`config.mk`:
```
export PLATFORM = sky130hd
export DESIGN_NAME = radio_en_sync
export DESIGN_NICKNAME = d
export VERILOG_FILES = /design/src/rtl/radio_en_sync.sv
export SDC_FILE = /design/constraint.sdc
export NUM_CORES = 1
export LEC_CHECK = 0
export ABC_AREA = 1
export CAP_MARGIN = 10
export CORE_MARGIN = 2
export CORE_UTILIZATION = 38
export CTS_BUF_LIST = sky130_fd_sc_hd__clkbuf_4
export DETAILED_ROUTE_END_ITERATION = 8
export SLEW_MARGIN = 20
export SYNTH_ARGS = -nofsm -noshare
export SYNTH_HDL_FRONTEND = slang
export SYNTH_HIERARCHICAL = 1
export SYNTH_SLANG_ARGS = --single-unit
```
`constraint.sdc`:
```
create_clock -name ck -period 1.3 [get_ports ck]
set_input_delay 0.26 -clock ck [delete_from_list [all_inputs] [get_ports ck]]
set_output_delay 0.26 -clock ck [all_outputs]
set_load 0.01 [all_outputs]
```
`src/rtl/radio_en_sync.sv`:
```
// Per-lane synchronizer + debouncer for radio enable/rx requests, with an
// isolation clamp on the registered outputs and enable edge pulses.

// state     | meaning
// LOW       | debounced level 0, input agrees
// QUAL_HIGH | debounced level 0, counting consecutive 1 samples
// HIGH      | debounced level 1, input agrees
// QUAL_LOW  | debounced level 1, counting consecutive 0 samples
module radio_en_sync_deb #(
  parameter int DEBOUNCE_CYCLES = 4
) (
  input  logic ck,
  input  logic arst_n,
  input  logic din,
  output logic lvl_d
);
  localparam int CW = $clog2(DEBOUNCE_CYCLES + 1);
  localparam logic [CW-1:0] DC = CW'(DEBOUNCE_CYCLES);

  typedef enum logic [1:0] {LOW, QUAL_HIGH, HIGH, QUAL_LOW} st_t;

  st_t           st_q, st_d;
  logic [CW-1:0] cnt_q, cnt_d, cnt_inc;

  always_ff @(posedge ck or negedge arst_n) begin
    if (!arst_n) begin
      st_q  <= LOW;
      cnt_q <= '0;
    end else begin
      st_q  <= st_d;
      cnt_q <= cnt_d;
    end
  end

  // The counter is 0 in the settled states, so the first disagreeing sample
  // yields 1 and a one-cycle qualification goes straight to the far state.
  always_comb begin
    st_d    = st_q;
    cnt_d   = cnt_q;
    cnt_inc = cnt_q + 1'b1;
    case (st_q)
      LOW, QUAL_HIGH: begin
        if (din) begin
          if (cnt_inc == DC) begin
            st_d  = HIGH;
            cnt_d = '0;
          end else begin
            st_d  = QUAL_HIGH;
            cnt_d = cnt_inc;
          end
        end else begin
          st_d  = LOW;
          cnt_d = '0;
        end
      end
      HIGH, QUAL_LOW: begin
        if (!din) begin
          if (cnt_inc == DC) begin
            st_d  = LOW;
            cnt_d = '0;
          end else begin
            st_d  = QUAL_LOW;
            cnt_d = cnt_inc;
          end
        end else begin
          st_d  = HIGH;
          cnt_d = '0;
        end
      end
      default: begin
        st_d  = LOW;
        cnt_d = '0;
      end
    endcase
  end

  assign lvl_d = (st_d == HIGH) || (st_d == QUAL_LOW);
endmodule

module radio_en_sync #(
  parameter int BIT_WIDTH       = 2,
  parameter int SYNC_STAGES     = 2,
  parameter int DEBOUNCE_CYCLES = 4
) (
  input  logic                 ck,
  input  logic                 arst_n,
  input  logic [BIT_WIDTH-1:0] radioEnableAsync,
  input  logic [BIT_WIDTH-1:0] radioRxEnAsync,
  input  logic                 isolateM1M2,
  output logic [BIT_WIDTH-1:0] radioEnableSynced,
  output logic [BIT_WIDTH-1:0] radioRxEnSynced,
  output logic [BIT_WIDTH-1:0] enRisePulse,
  output logic [BIT_WIDTH-1:0] enFallPulse
);
  logic [BIT_WIDTH-1:0] en_lvl_d, rx_lvl_d;
  logic [BIT_WIDTH-1:0] en_raw_q, rx_raw_q;

  for (genvar g = 0; g < BIT_WIDTH; g++) begin : g_lane
    logic [SYNC_STAGES-1:0] en_sr, rx_sr;

    always_ff @(posedge ck or negedge arst_n) begin
      if (!arst_n) begin
        en_sr <= '0;
        rx_sr <= '0;
      end else begin
        en_sr <= {en_sr[SYNC_STAGES-2:0], radioEnableAsync[g]};
        rx_sr <= {rx_sr[SYNC_STAGES-2:0], radioRxEnAsync[g]};
      end
    end

    radio_en_sync_deb #(.DEBOUNCE_CYCLES(DEBOUNCE_CYCLES)) u_en_deb (
      .ck    (ck),
      .arst_n(arst_n),
      .din   (en_sr[SYNC_STAGES-1]),
      .lvl_d (en_lvl_d[g])
    );

    radio_en_sync_deb #(.DEBOUNCE_CYCLES(DEBOUNCE_CYCLES)) u_rx_deb (
      .ck    (ck),
      .arst_n(arst_n),
      .din   (rx_sr[SYNC_STAGES-1]),
      .lvl_d (rx_lvl_d[g])
    );
  end

  // rx rises one edge after both levels are up (en_raw_q), but drops on the
  // same edge the enable drops (en_lvl_d), so rx never outlives the enable.
  always_ff @(posedge ck or negedge arst_n) begin
    if (!arst_n) begin
      en_raw_q          <= '0;
      rx_raw_q          <= '0;
      radioEnableSynced <= '0;
      radioRxEnSynced   <= '0;
      enRisePulse       <= '0;
      enFallPulse       <= '0;
    end else begin
      en_raw_q <= en_lvl_d;
      rx_raw_q <= rx_lvl_d;
      if (isolateM1M2) begin
        radioEnableSynced <= '0;
        radioRxEnSynced   <= '0;
        enRisePulse       <= '0;
        enFallPulse       <= '0;
      end else begin
        radioEnableSynced <= en_lvl_d;
        radioRxEnSynced   <= rx_raw_q & en_raw_q & en_lvl_d;
        enRisePulse       <= en_lvl_d & ~en_raw_q;
        enFallPulse       <= ~en_lvl_d & en_raw_q;
      end
    end
  end
endmodule

```
# ---- After elaboration in Yosys (flattened, before gate mapping)
# Cells that the tools add are included.
dict set report classes {
  eq_ne 24
  n_reduce_logical 16
  mux 40
  n_bitwise 6
  n_addsub 4
}
# op n
set op_table {}
lappend op_table {{2-to-1 mux 2 bit} 20}
lappend op_table {{2-to-1 mux 3 bit} 12}
lappend op_table {{== test 2 bit (second input constant)} 16}
lappend op_table {{case mux 3 bit (2 select lines)} 4}
lappend op_table {{case mux 2 bit (2 select lines)} 4}
lappend op_table {{OR reduction 2 bit} 8}
lappend op_table {{adder 3 x 1 -> 3 bit (second input constant)} 4}
lappend op_table {{== test 3 bit (second input constant)} 4}
lappend op_table {{bitwise AND 2 bit} 4}
lappend op_table {{== test 2 x 1 -> 1 bit (second input constant)} 4}
lappend op_table {{logical NOT 2 bit} 4}
lappend op_table {{logical OR 1 bit} 4}
lappend op_table {{NOT 2 bit} 2}
dict set report word_totals {
  inputBits 7
  ff_bits 40
  output_inout_bits 8
}

# ---- Logic depth before layout (Yosys ltp)
# Gate-level depths: netlist of run 1.
dict set report logic_depth {
  word_depth 10
  ltp_mapped 7
  ltp_nobuf 7
}

# ---- Hierarchy
# The synthesis of run 1 kept the hierarchy.
# module area_each_um2 n_inst cells_each seq_area_each_um2
set by_module_without_submodules {}
lappend by_module_without_submodules {{radio_en_sync_deb (g_lane[0].u_en_deb ...)} 220.2 3 25 100.1}
lappend by_module_without_submodules {radio_en_sync 565.5 1 36 500.5}
lappend by_module_without_submodules {{radio_en_sync_deb (g_lane[1].u_rx_deb)} 209.0 1 25 100.1}

# ---- Least setup slack after synthesis of run 1
# OpenSTA, ideal clock, no wires.
dict set report synth_timing {
  path_type {register -> register}
  start {reg g_lane[1].u_en_deb.cnt_q[0]}
  end {reg enFallPulse[1]}
  setup_time_ps 113
  slack_ps 47
  required_time_ps 1187
  period_less_slack_ps 1253
  t_arrival_ps 1139
  path_stages_with_launch 7
  path_cell_list {dfrtp_1 > ha_1 > ha_1 > o21ai_1 > inv_1 > nand2_1 > nor2_1}
}
dict set report synth_between {
  elab_chain_len 10
  elab_cells_between_ends 13
  cone_classes {add/sub (1); eq/ne (3); mux (6); bitwise (2); reduce/logical (1)}
}
# element line
set synth_rtl {}
lappend synth_rtl {{start: declaration} 23} ;# logic [CW-1:0] cnt_q, cnt_d, cnt_inc;
lappend synth_rtl {{start signal: assignment} 31} ;# cnt_q <= cnt_d;
lappend synth_rtl {{adder 3 x 1 -> 3 bit *} 40} ;# cnt_inc = cnt_q + 1'b1;
lappend synth_rtl {{== test 3 bit *} {44, 58}}
lappend synth_rtl {{2-to-1 mux 2 bit, on equally long branches} {58, 44}}
lappend synth_rtl {{2-to-1 mux 2 bit, on equally long branches} {57, 43}}
lappend synth_rtl {{case mux 2 bit (2 select lines) *} 41} ;# case (st_q)
lappend synth_rtl {{== test 2 bit} 77} ;# assign lvl_d = (st_d == HIGH) || (st_d == QUAL_LOW);
lappend synth_rtl {{logical OR 1 bit *} 77}
lappend synth_rtl {{named net en_lvl_d[1]} 95} ;# logic [BIT_WIDTH-1:0] en_lvl_d, rx_lvl_d;
lappend synth_rtl {{NOT 2 bit *} 148} ;# enFallPulse <= ~en_lvl_d & en_raw_q;
lappend synth_rtl {{bitwise AND 2 bit *} 148}
lappend synth_rtl {{2-to-1 mux 2 bit *} 139} ;# if (isolateM1M2) begin
lappend synth_rtl {{end signal: assignment} 148}
lappend synth_rtl {{end: declaration} 93} ;# output logic [BIT_WIDTH-1:0] enFallPulse
# The timed path passes the listed nets; every way through them passes the cells marked *.

# ---- Worst setup path after layout of run 1
dict set report layout_timing {
  start {reg enRisePulse[1]}
  end {out enRisePulse[1]}
}
# element line
set layout_lines {}
lappend layout_lines {{start: declaration} 92} ;# output logic [BIT_WIDTH-1:0] enRisePulse,
lappend layout_lines {{start signal: assignment} 147} ;# enRisePulse <= en_lvl_d & ~en_raw_q;
# No word-level cell between the ends.

==> flow_metrics.env, run 1 <==
export IMPL_critPathKind="reg -> out"
export IMPL_cp_top_family="flip-flops"
export IMPL_cts_tree="yes"
export IMPL_min_period_over_period_pct=95.1
export IMPL_cp_depth=1
export IMPL_max_stage_delay_ps=370
export IMPL_pre_cts_ws_ps=-44.6
export IMPL_hold_path_class="in -> async"
export IMPL_design_area_um2=1770
export IMPL_wl_mm=2.09
export IMPL_finalPower_mw=3.16
export IMPL_final_setup_tns_ps=0
export IMPL_multiInputGateArea_um2=458
export IMPL_synth_edf_count=0
export IMPL_ys_seq_area_share_pct=62.8
export IMPL_drive_gt1_share_pct=16.4
export IMPL_critPathMaxFanout=1
export IMPL_fillCellCount=341
export IMPL_p_per_area_nw_per_um2=1790
export IMPL_netlist_top_cells_area="dfrtp_1 (63%), ha_1 (9.6%), nand2_1 (6.5%), nand3_1 (5.9%), inv_1 (5.2%)"
export IMPL_setup_ws_ps=64.1
export IMPL_final_seq_area_um2=901
export IMPL_utilization_pct=48.7
export IMPL_outcome="finished, final reports clean"
export IMPL_wl_per_cell_um=10.1
export IMPL_gr_total_overflow=0
export IMPL_slew_viol_final=0
export IMPL_cts_sinks=36
export IMPL_vias=911
export IMPL_antenna_found_initial=0
export IMPL_power_leakage_nw=0.904
export IMPL_ant_nets=0
export IMPL_grt_max_degree=37
export IMPL_netlist_area_um2=1440
export IMPL_die_w_um=65.5
export IMPL_fin_skew_ps=11.5
export IMPL_core_um2=3630
export IMPL_drt_iter0_drc=24
export IMPL_gp_congestion=0.782
export IMPL_path_clk_slew_ps=110
export IMPL_final_nets=176
export IMPL_yosysTopAreaCell="dfrtp_1"
export IMPL_endpoint_kind="output port"
export IMPL_fmax_ghz=0.809
export IMPL_grt_pass1_vias=932
export IMPL_hpwlAfterDp_mm=1.44
export IMPL_critical_path_required_ps=1040
export IMPL_ys_top_cells_by_count="dfrtp_1 (36), nand2_1 (25), inv_1 (20)"
export IMPL_critical_path_slowest_cell="dfrtp_1"
export IMPL_worstMarginPinSlew_ps=192
export IMPL_clockBufferDepth=2
export IMPL_pin_count=15
export IMPL_synth_nets=154
export IMPL_yosysTopAreaCellShare_pct=62.8
export IMPL_antenna_cells=0
export IMPL_synth_cells=136
export IMPL_hold_violations=0
export IMPL_place_area_um2=1640
export IMPL_slew_headroom_pct=87.2
export IMPL_die_height_um=65.5
export IMPL_grt_usage_pct=12.3
export IMPL_port_buffers=14
export IMPL_ys_ff_latch=36
export IMPL_crit_chain="dlygate4sd2_1"
export IMPL_syn_to_final_growth_pct=23.2
export IMPL_grt_pass1_wl_mm=3.84
export IMPL_cts_buffers=5
export IMPL_hold_ws_ps=283
export IMPL_start_util_pct=39.5
export IMPL_synth_most_common_cell="dfrtp_1"
export IMPL_syn_area_per_cell_um2=10.6
export IMPL_fin_crit_ps=1240
export IMPL_clock_latency_ps=330
export IMPL_ctsHtreeMaxLevel=2
export IMPL_finalSetupViolations=0
export IMPL_yosys_cell_types_count=13
export IMPL_start_kind="flip-flop"
export IMPL_via_per_inst=4.40
export IMPL_synth_flop_cell="dfrtp_1"
export IMPL_synthArstFlopShare_pct=100
export IMPL_drv_cap=0
export IMPL_reg2reg_depth=5
export IMPL_dr_pass1_iters=4
export IMPL_crit_buf_inv=1
export IMPL_ir_drop_mv=0.598
export IMPL_cts_root_buf="clkbuf_4"
export IMPL_remaining_drc_errors=0
export IMPL_rsz0062_at_grt="false"
export IMPL_fin_cells=207
export IMPL_cp_data_arrival_time_ps=980
export IMPL_synth_warnings=6
export IMPL_dp_cells=199
export IMPL_dieArea_um2=4280
export IMPL_rows=22
what timing repair did:
item	CTS	global route
endpoints found under the hold margin	0	0
hold buffers	0	0
buffers inserted	0	0
pin swaps	1	4
endpoints found under the setup margin	19	14
resized for setup	10	14
routing by layer:
layer / GRT usage [%] / up-vias / wire length [µm]
met3: 5.14 / 5 / 113
met4: 6.25 / 0 / 51
met1: 14.0 / 433 / 948
met5: 0 / - / 0
met2: 19.6 / 16 / 976
li1: - / 457 / -
report_power, final:
part / internal (mW) / switching, mW
clock network: 0.401 / 0.370
logic: 0.382 / 0.439
registers: 1.39 / 0.182
total: 2.17 / 0.991
layout by cell type, fill, tap and decap left out, types with 4 or more instances in the layout:
master           count
nand2_1             25
inv_1               20
ha_1                 7
dfrtp_1             36
nand3_1             17
clkdlybuf4s15_1      5
nor2_1              10
clkdlybuf4s50_1      6
clkbuf_4             5
inv_2                4
final timing paths:
kind	start	end	slack [ps]
setup / recovery	enRisePulse[1]$_DFF_PN0_	enRisePulse[1]	60
hold / removal	arst_n	g_lane[0].u_rx_deb/cnt_q[2]$_DFF_PN0_	280
setup reg to reg	g_lane[0].u_en_deb/cnt_q[0]$_DFF_PN0_	g_lane[0].u_en_deb/st_q[1]$_DFF_PN0_	90
hold reg to reg	g_lane[0].rx_sr[0]$_DFF_PN0_	g_lane[0].rx_sr[1]$_DFF_PN0_	360
max in group asynchronous	arst_n	g_lane[1].u_rx_deb/cnt_q[2]$_DFF_PN0_	840
min in group ck	g_lane[0].rx_sr[0]$_DFF_PN0_	g_lane[0].rx_sr[1]$_DFF_PN0_	360
flip-flops by register name, summed over array words and instances, names as in the netlist:
signal and cells:
g_lane.u_en_deb/cnt_q 6, g_lane.u_rx_deb/st_q 2, radioEnableSynced 2, enRisePulse 2
en_raw_q 2, g_lane.u_rx_deb/cnt_q 6, g_lane.u_en_deb/st_q 2, rx_raw_q 2
radioRxEnSynced 2, g_lane.en_sr 4, g_lane.rx_sr 4, enFallPulse 2
cell families after synthesis:
logic type,Yosys count,synth area share (%)
adder cells (fa/ha/maj),11,9.59
AND/OR/NAND/NOR,58,17.3
AO/OA/AOI/OAI,3,1.05
buffers and inverters,27,8.63
flip-flops,36,62.8
XOR/XNOR,1,0.610
final cells by class:
class,instances,share of cell area (%)
Multi-Input combinational cell,73,25.9
Clock buffer,5,2.12
Clock inverter,3,2.41
Timing Repair Buffer,18,10.1
Sequential cell,36,51.0
Tap cell,48,3.40
Inverter,24,5.10
No activity file was read; power rests on OpenSTA's default activity.
==> run 2: changes to the inputs <==
--- a/config.mk
+++ b/config.mk
@@ -11,6 +11,7 @@
 export CORE_UTILIZATION = 38
 export CTS_BUF_LIST = sky130_fd_sc_hd__clkbuf_4
 export DETAILED_ROUTE_END_ITERATION = 8
+export SKIP_LAST_GASP = 1
 export SLEW_MARGIN = 20
 export SYNTH_ARGS = -nofsm -noshare
 export SYNTH_HDL_FRONTEND = slang
==> results of run 2 <==
No change in the layout: final DEF, timing and power equal those of run 1.
